`config.mk`:
```
export PLATFORM = sky130hd
export DESIGN_NAME = digit_scan_ctrl
export DESIGN_NICKNAME = d
export VERILOG_FILES = /design/src/rtl/digit_scan_ctrl.sv
export SDC_FILE = /design/constraint.sdc
export NUM_CORES = 1
export LEC_CHECK = 0
export ABC_AREA = 1
export BUFFER_PORTS_ARGS = -buffer_cell sky130_fd_sc_hd__buf_2
export CAP_MARGIN = 20
export CORE_UTILIZATION = 40
export DETAILED_ROUTE_END_ITERATION = 8
export PLACE_DENSITY_LB_ADDON = 0.08
export SLEW_MARGIN = 0
export SYNTH_ARGS = -nofsm -noshare
export SYNTH_HDL_FRONTEND = slang
export SYNTH_SLANG_ARGS = --single-unit
```
`constraint.sdc`:
```
create_clock -name clk -period 3.07 [get_ports clk]
set_input_delay 0.4605 -clock clk [delete_from_list [all_inputs] [get_ports clk]]
set_output_delay 0.4605 -clock clk [all_outputs]
set_load 0.02 [all_outputs]
```
`src/rtl/digit_scan_ctrl.sv`:
```
// digit_scan_ctrl: round-robin scan controller for a one-hot digit decoder.
// Each slot is PRESCALE cycles: (PRESCALE-BLANK) cycles with en=1, then BLANK
// cycles with en=0. The mask is sampled only on leaving IDLE and at each advance.
module digit_scan_ctrl #(
   parameter int N        = 3,
   parameter int PRESCALE = 100000,
   parameter int BLANK    = 16
) (
   input  logic              clk,
   input  logic              reset,
   input  logic              run,
   input  logic [2**N-1:0]   digit_mask,
   output logic [N-1:0]      w,
   output logic              en,
   output logic              slot_tick,
   output logic              frame_done
);

   localparam int ND = 2**N;
   localparam int CW = $clog2(PRESCALE);

   localparam logic [CW-1:0] LAST_ON   = CW'(PRESCALE - BLANK - 1);
   localparam logic [CW-1:0] LAST_SLOT = CW'(PRESCALE - 1);

   localparam logic [1:0] S_IDLE  = 2'd0;
   localparam logic [1:0] S_ON    = 2'd1;
   localparam logic [1:0] S_BLANK = 2'd2;

   logic [1:0]    state;
   logic [CW-1:0] cnt;
   logic [N-1:0]  first_idx;
   logic [N-1:0]  next_idx;
   logic [N-1:0]  probe;
   logic          found_first;
   logic          found_next;

   // Lowest set bit of the mask: the digit chosen when leaving IDLE.
   always_comb begin
      first_idx   = '0;
      found_first = 1'b0;
      for (int unsigned i = 0; i < ND; i++) begin
         if (!found_first && digit_mask[i]) begin
            first_idx   = N'(i);
            found_first = 1'b1;
         end
      end
   end

   // First set bit strictly after w, wrapping; offset ND lands back on w itself.
   always_comb begin
      next_idx   = w;
      found_next = 1'b0;
      probe      = '0;
      for (int unsigned k = 1; k <= ND; k++) begin
         probe = w + N'(k);
         if (!found_next && digit_mask[probe]) begin
            next_idx   = probe;
            found_next = 1'b1;
         end
      end
   end

   // Scan state, slot counter and registered decoder outputs.
   always_ff @(posedge clk) begin
      if (reset) begin
         state      <= S_IDLE;
         w          <= '0;
         en         <= 1'b0;
         slot_tick  <= 1'b0;
         frame_done <= 1'b0;
         cnt        <= '0;
      end else begin
         slot_tick  <= 1'b0;
         frame_done <= 1'b0;
         if (!run) begin
            state <= S_IDLE;
            en    <= 1'b0;
            cnt   <= '0;
         end else begin
            case (state)
               S_IDLE: begin
                  cnt <= '0;
                  if (|digit_mask) begin
                     state     <= S_ON;
                     w         <= first_idx;
                     en        <= 1'b1;
                     slot_tick <= 1'b1;
                  end
               end
               S_ON: begin
                  cnt <= cnt + 1'b1;
                  if (cnt == LAST_ON) begin
                     state <= S_BLANK;
                     en    <= 1'b0;
                  end
               end
               S_BLANK: begin
                  if (cnt == LAST_SLOT) begin
                     cnt <= '0;
                     if (|digit_mask) begin
                        state      <= S_ON;
                        w          <= next_idx;
                        en         <= 1'b1;
                        slot_tick  <= 1'b1;
                        frame_done <= (next_idx <= w);
                     end else begin
                        state <= S_IDLE;
                     end
                  end else begin
                     cnt <= cnt + 1'b1;
                  end
               end
               default: begin
                  state <= S_IDLE;
                  en    <= 1'b0;
                  cnt   <= '0;
               end
            endcase
         end
      end
   end

endmodule
```
==> impl_metrics.prom <==
# TYPE chip_impl_metric gauge
chip_impl_metric{name="power.internal",unit="uW"} 582.8
chip_impl_info{name="crit_end_category",value="flip-flop"} 1
chip_impl_metric{name="track_usage",unit=""} 0.1921
chip_impl_metric{name="cts_buffer_depth",unit=""} 2
chip_impl_metric{name="worst-slew-pin-transition",unit="ps"} 493.1
chip_impl_metric{name="setup_tns",unit="ps"} 0
chip_impl_metric{name="clkSinkCount",unit=""} 25
chip_impl_info{name="min_from",value="reset"} 1
chip_impl_metric{name="finalWeightedCongestion",unit=""} 0.8459
chip_impl_metric{name="drive_gt1_frac",unit=""} 0.2356
chip_impl_metric{name="wl_per_cell",unit="um"} 12.34
chip_impl_metric{name="area.growth.synth_to_final",unit="%"} 15.70
chip_impl_metric{name="synth.ff_latch_count",unit=""} 25
chip_impl_metric{name="unique_cell_type_count_in_the_yosys_netlist",unit=""} 39
chip_impl_metric{name="critPathMaxFanout",unit=""} 7
chip_impl_metric{name="hpwlAfterDp",unit="mm"} 4.028
chip_impl_metric{name="pwr-share-clk",unit=""} 0.223
chip_impl_info{name="worst-setup-path-type",value="flip-flop to flip-flop"} 1
chip_impl_metric{name="first_pass_grt_wire_length",unit="mm"} 8.183
chip_impl_metric{name="vias",unit=""} 2083
chip_impl_info{name="regToRegStartpoint",value="w[0]"} 1
chip_impl_metric{name="ant_nets",unit=""} 0
chip_impl_metric{name="p_comb_frac",unit=""} 0.431
chip_impl_info{name="whs_endpoint",value="w[2]"} 1
chip_impl_metric{name="nFillCells",unit=""} 552
chip_impl_info{name="worst_hold_path_type",value="input pin to flip-flop"} 1
chip_impl_metric{name="io-pin-count",unit=""} 17
chip_impl_metric{name="skew",unit="ps"} 4.725
chip_impl_metric{name="setup.reg_to_reg.worst_slack",unit="ps"} 230
chip_impl_metric{name="antenna_found_initial",unit=""} 0
chip_impl_metric{name="grt_total_ovfl",unit=""} 0
chip_impl_metric{name="holdBufCountCts",unit=""} 0
chip_impl_metric{name="finalMaxSlewViolations",unit=""} 0
chip_impl_metric{name="p_leak",unit="uW"} 0.001063
chip_impl_metric{name="cts_max_level",unit=""} 1
chip_impl_metric{name="number_of_antenna_cells_inserted",unit=""} 0
chip_impl_metric{name="hold_path_depth",unit=""} 2
chip_impl_metric{name="clk_pin_slew_worst_paths",unit="ps"} 100
chip_impl_metric{name="die-area",unit="sq um"} 5594
chip_impl_metric{name="initial_utilization",unit=""} 0.4150
chip_impl_metric{name="std_cell_rows",unit=""} 26
chip_impl_info{name="timing.rr.end",value="frame_done"} 1
chip_impl_metric{name="power.switching",unit="uW"} 394.4
chip_impl_metric{name="worst_skew_pair.late_latency",unit="ps"} 280
chip_impl_metric{name="synthesis.nets",unit=""} 343
chip_impl_metric{name="core_area",unit="sq um"} 5107
chip_impl_metric{name="synth-seq-area-share",unit=""} 0.2361
chip_impl_metric{name="yosys_warn_count",unit=""} 0
chip_impl_metric{name="final.hold.worst_slack",unit="ps"} 394.1
chip_impl_metric{name="rr_worst_depth",unit=""} 18
chip_impl_metric{name="die_y",unit="um"} 74.80
chip_impl_metric{name="finalWirelength",unit="mm"} 5.159
chip_impl_metric{name="critical_path_arrival",unit="ps"} 3010
chip_impl_metric{name="max_slew_margin",unit=""} 0.6697
chip_impl_metric{name="final_hold_viol_count",unit=""} 0
chip_impl_metric{name="first_global_vias",unit=""} 1800
chip_impl_metric{name="layout_worst_path_cycle_share",unit=""} 0.9267
chip_impl_metric{name="timing.critical_path.required",unit="ps"} 3240
chip_impl_metric{name="synth_area",unit="sq um"} 2120
chip_impl_info{name="startpoint_type_of_the_worst_setup_path",value="flip-flop"} 1
chip_impl_metric{name="power_switching_share",unit=""} 0.4036
chip_impl_metric{name="synth.avg_cell_area",unit="sq um"} 6.582
chip_impl_metric{name="setup_slack",unit="ps"} 225.2
chip_impl_metric{name="design.final.nets",unit=""} 370
chip_impl_metric{name="chipWidth",unit="um"} 74.80
chip_impl_metric{name="drt_pass1_iterations",unit=""} 4
chip_impl_info{name="run_status",value="complete, no violations"} 1
chip_impl_metric{name="syn-instance-count",unit=""} 322
chip_impl_metric{name="preCtsSetupSlack",unit="ps"} 162.9
chip_impl_metric{name="vias_per_cell",unit=""} 4.983
chip_impl_info{name="clock-root-buffer",value="clkbuf_8"} 1
chip_impl_metric{name="drcViolationCount",unit=""} 0
chip_impl_metric{name="max-vdd-ir-drop",unit="uV"} 304.9
chip_impl_metric{name="post-route-min-period",unit="ps"} 2845
chip_impl_metric{name="pwr_density_cell",unit="nW/um^2"} 398.5
chip_impl_metric{name="largest_net_degree_at_the_start_of_global_routing",unit=""} 18
chip_impl_metric{name="p_seq_frac",unit=""} 0.346
chip_impl_metric{name="clock.fmax",unit="MHz"} 351.5
chip_impl_info{name="tritoncts_clock_tree",value="done"} 1
chip_impl_metric{name="max_cap_viol_count",unit=""} 0
chip_impl_metric{name="first_iter_violations",unit=""} 81
chip_impl_metric{name="setup_viol",unit=""} 0
chip_impl_metric{name="portBuffers",unit=""} 16
chip_impl_metric{name="tritoncts.num_buffers",unit=""} 3
[cell usage after synthesis (all sizes together)]
library cell,count,area share
a21oi,19,0.048
o211ai,1,0.0035
xnor2,3,0.016
inv,45,0.080
o21a,4,0.014
o32a,1,0.0047
dfxtp,25,0.24
nand2,95,0.18
o21bai,3,0.011
ha,10,0.059
clkinv,1,0.0018
xor2,3,0.012
nor4,3,0.0089
nand4,8,0.024
nor3b,4,0.014
nor3,9,0.026
o21ai,8,0.019
a2111oi,1,0.0041
a31oi,4,0.012
and3,1,0.0035
a211oi,2,0.0071
buf,5,0.022
nand3,39,0.12
nor2,27,0.064
a21boi,1,0.0035
[per-layer routing]
| layer | routed length [um] | track usage | vias up |
|---|---|---|---|
| met2 | 2603 | 0.3363 | 29 |
| met5 | 0 | 0 | - |
| li1 | - | - | 1119 |
| met4 | 78 | 0.03354 | 0 |
| met3 | 85 | 0.02410 | 6 |
| met1 | 2391 | 0.2557 | 929 |
[flip-flops by register name (all words and copies together), names as in the netlist]
signal / count
cnt: 17
en: 1
frame_done: 1
slot_tick: 1
state: 2
w: 3
[worst max-delay path by stage]
stage,start,to
6_report,w[0],frame_done
5_1_grt,w[1],frame_done
4_1_cts,w[0],frame_done
3_5_place_dp,w[0],frame_done
3_3_place_gp,w[0],frame_done
2_1_floorplan,w[0],frame_done
[placed cells by master, fill, tap and decap left out, types with 3 or more instances in the layout]
cell / n
nor2_2: 3
inv_2: 8
xor2_1: 3
o21ai_0: 6
nor2_1: 21
clkbuf_8: 3
buf_2: 16
a21oi_1: 16
nor3_1: 7
nand2_1: 85
o21a_1: 4
nor4_1: 3
nand3_1: 24
a21oi_2: 3
ha_1: 8
dfxtp_1: 23
nand2_2: 8
buf_4: 9
nor3b_1: 4
o21bai_1: 3
a31oi_1: 4
nand4_1: 8
nand3_2: 13
inv_1: 36
[worst max-delay path, cell delays in order, from the launching register on]
cell and delay (ps):
dfxtp_2 360, inv_2 50, ha_4 270, inv_4 90, nand3_2 110, nand3_2 110, nand2_4 90, nor2_8 150
nand3_4 120, nor2_4 150, nand3_4 90, nand2_2 80, inv_1 30, nand2_1 70, nand2_1 50, ha_1 310
a21oi_2 120, o21ai_0 90, a2111oi_1 390
[per-stage QoR]
step	area [sq um]	power, uW	utilization	std cells
global route	2452	1053	0.4802	418
finish	2452	977.2	0.4802	418
detailed placement	2286	725.3	0.4476	409
CTS	2336	945.9	0.4574	413
floorplan	2120	644.2	-	322
global placement	2286	722.6	0.4476	409
[repair_timing]
action,in CTS,in global routing
resized for setup,0,20
endpoints found under the setup margin,0,1
buffers inserted,0,5
[layout make-up]
cell class | instances | area [sq um] | area share
clock inverter | 1 | 8.758 | 0.003571
multi-input combinational | 246 | 1459 | 0.5949
timing repair buffer | 27 | 177.7 | 0.07245
sequential | 25 | 503.0 | 0.2051
clock buffer | 3 | 41.29 | 0.01684
inverter | 46 | 175.2 | 0.07143
tap | 70 | 87.58 | 0.03571
[power by group through the flow]
stage / clock network (uW) / logic, uW / registers, uW
finish: 218 / 421 / 339
global placement: 0 / 378 / 345
detailed placement: 0 / 380 / 345
global route: 237 / 476 / 340
floorplan: 0 / 293 / 351
CTS: 227 / 382 / 337
[cell families after synthesis]
logic type / count (synthesis) / synth area share
DFF: 25 / 0.2361
xor gates and xnor gates: 6 / 0.02834
and+or+nand+nor: 186 / 0.4463
AOI/OAI and AO/OA: 44 / 0.1269
adders and majority gates: 10 / 0.05903
buffers and inverters: 51 / 0.1033
(Power assumes the default switching activity.)
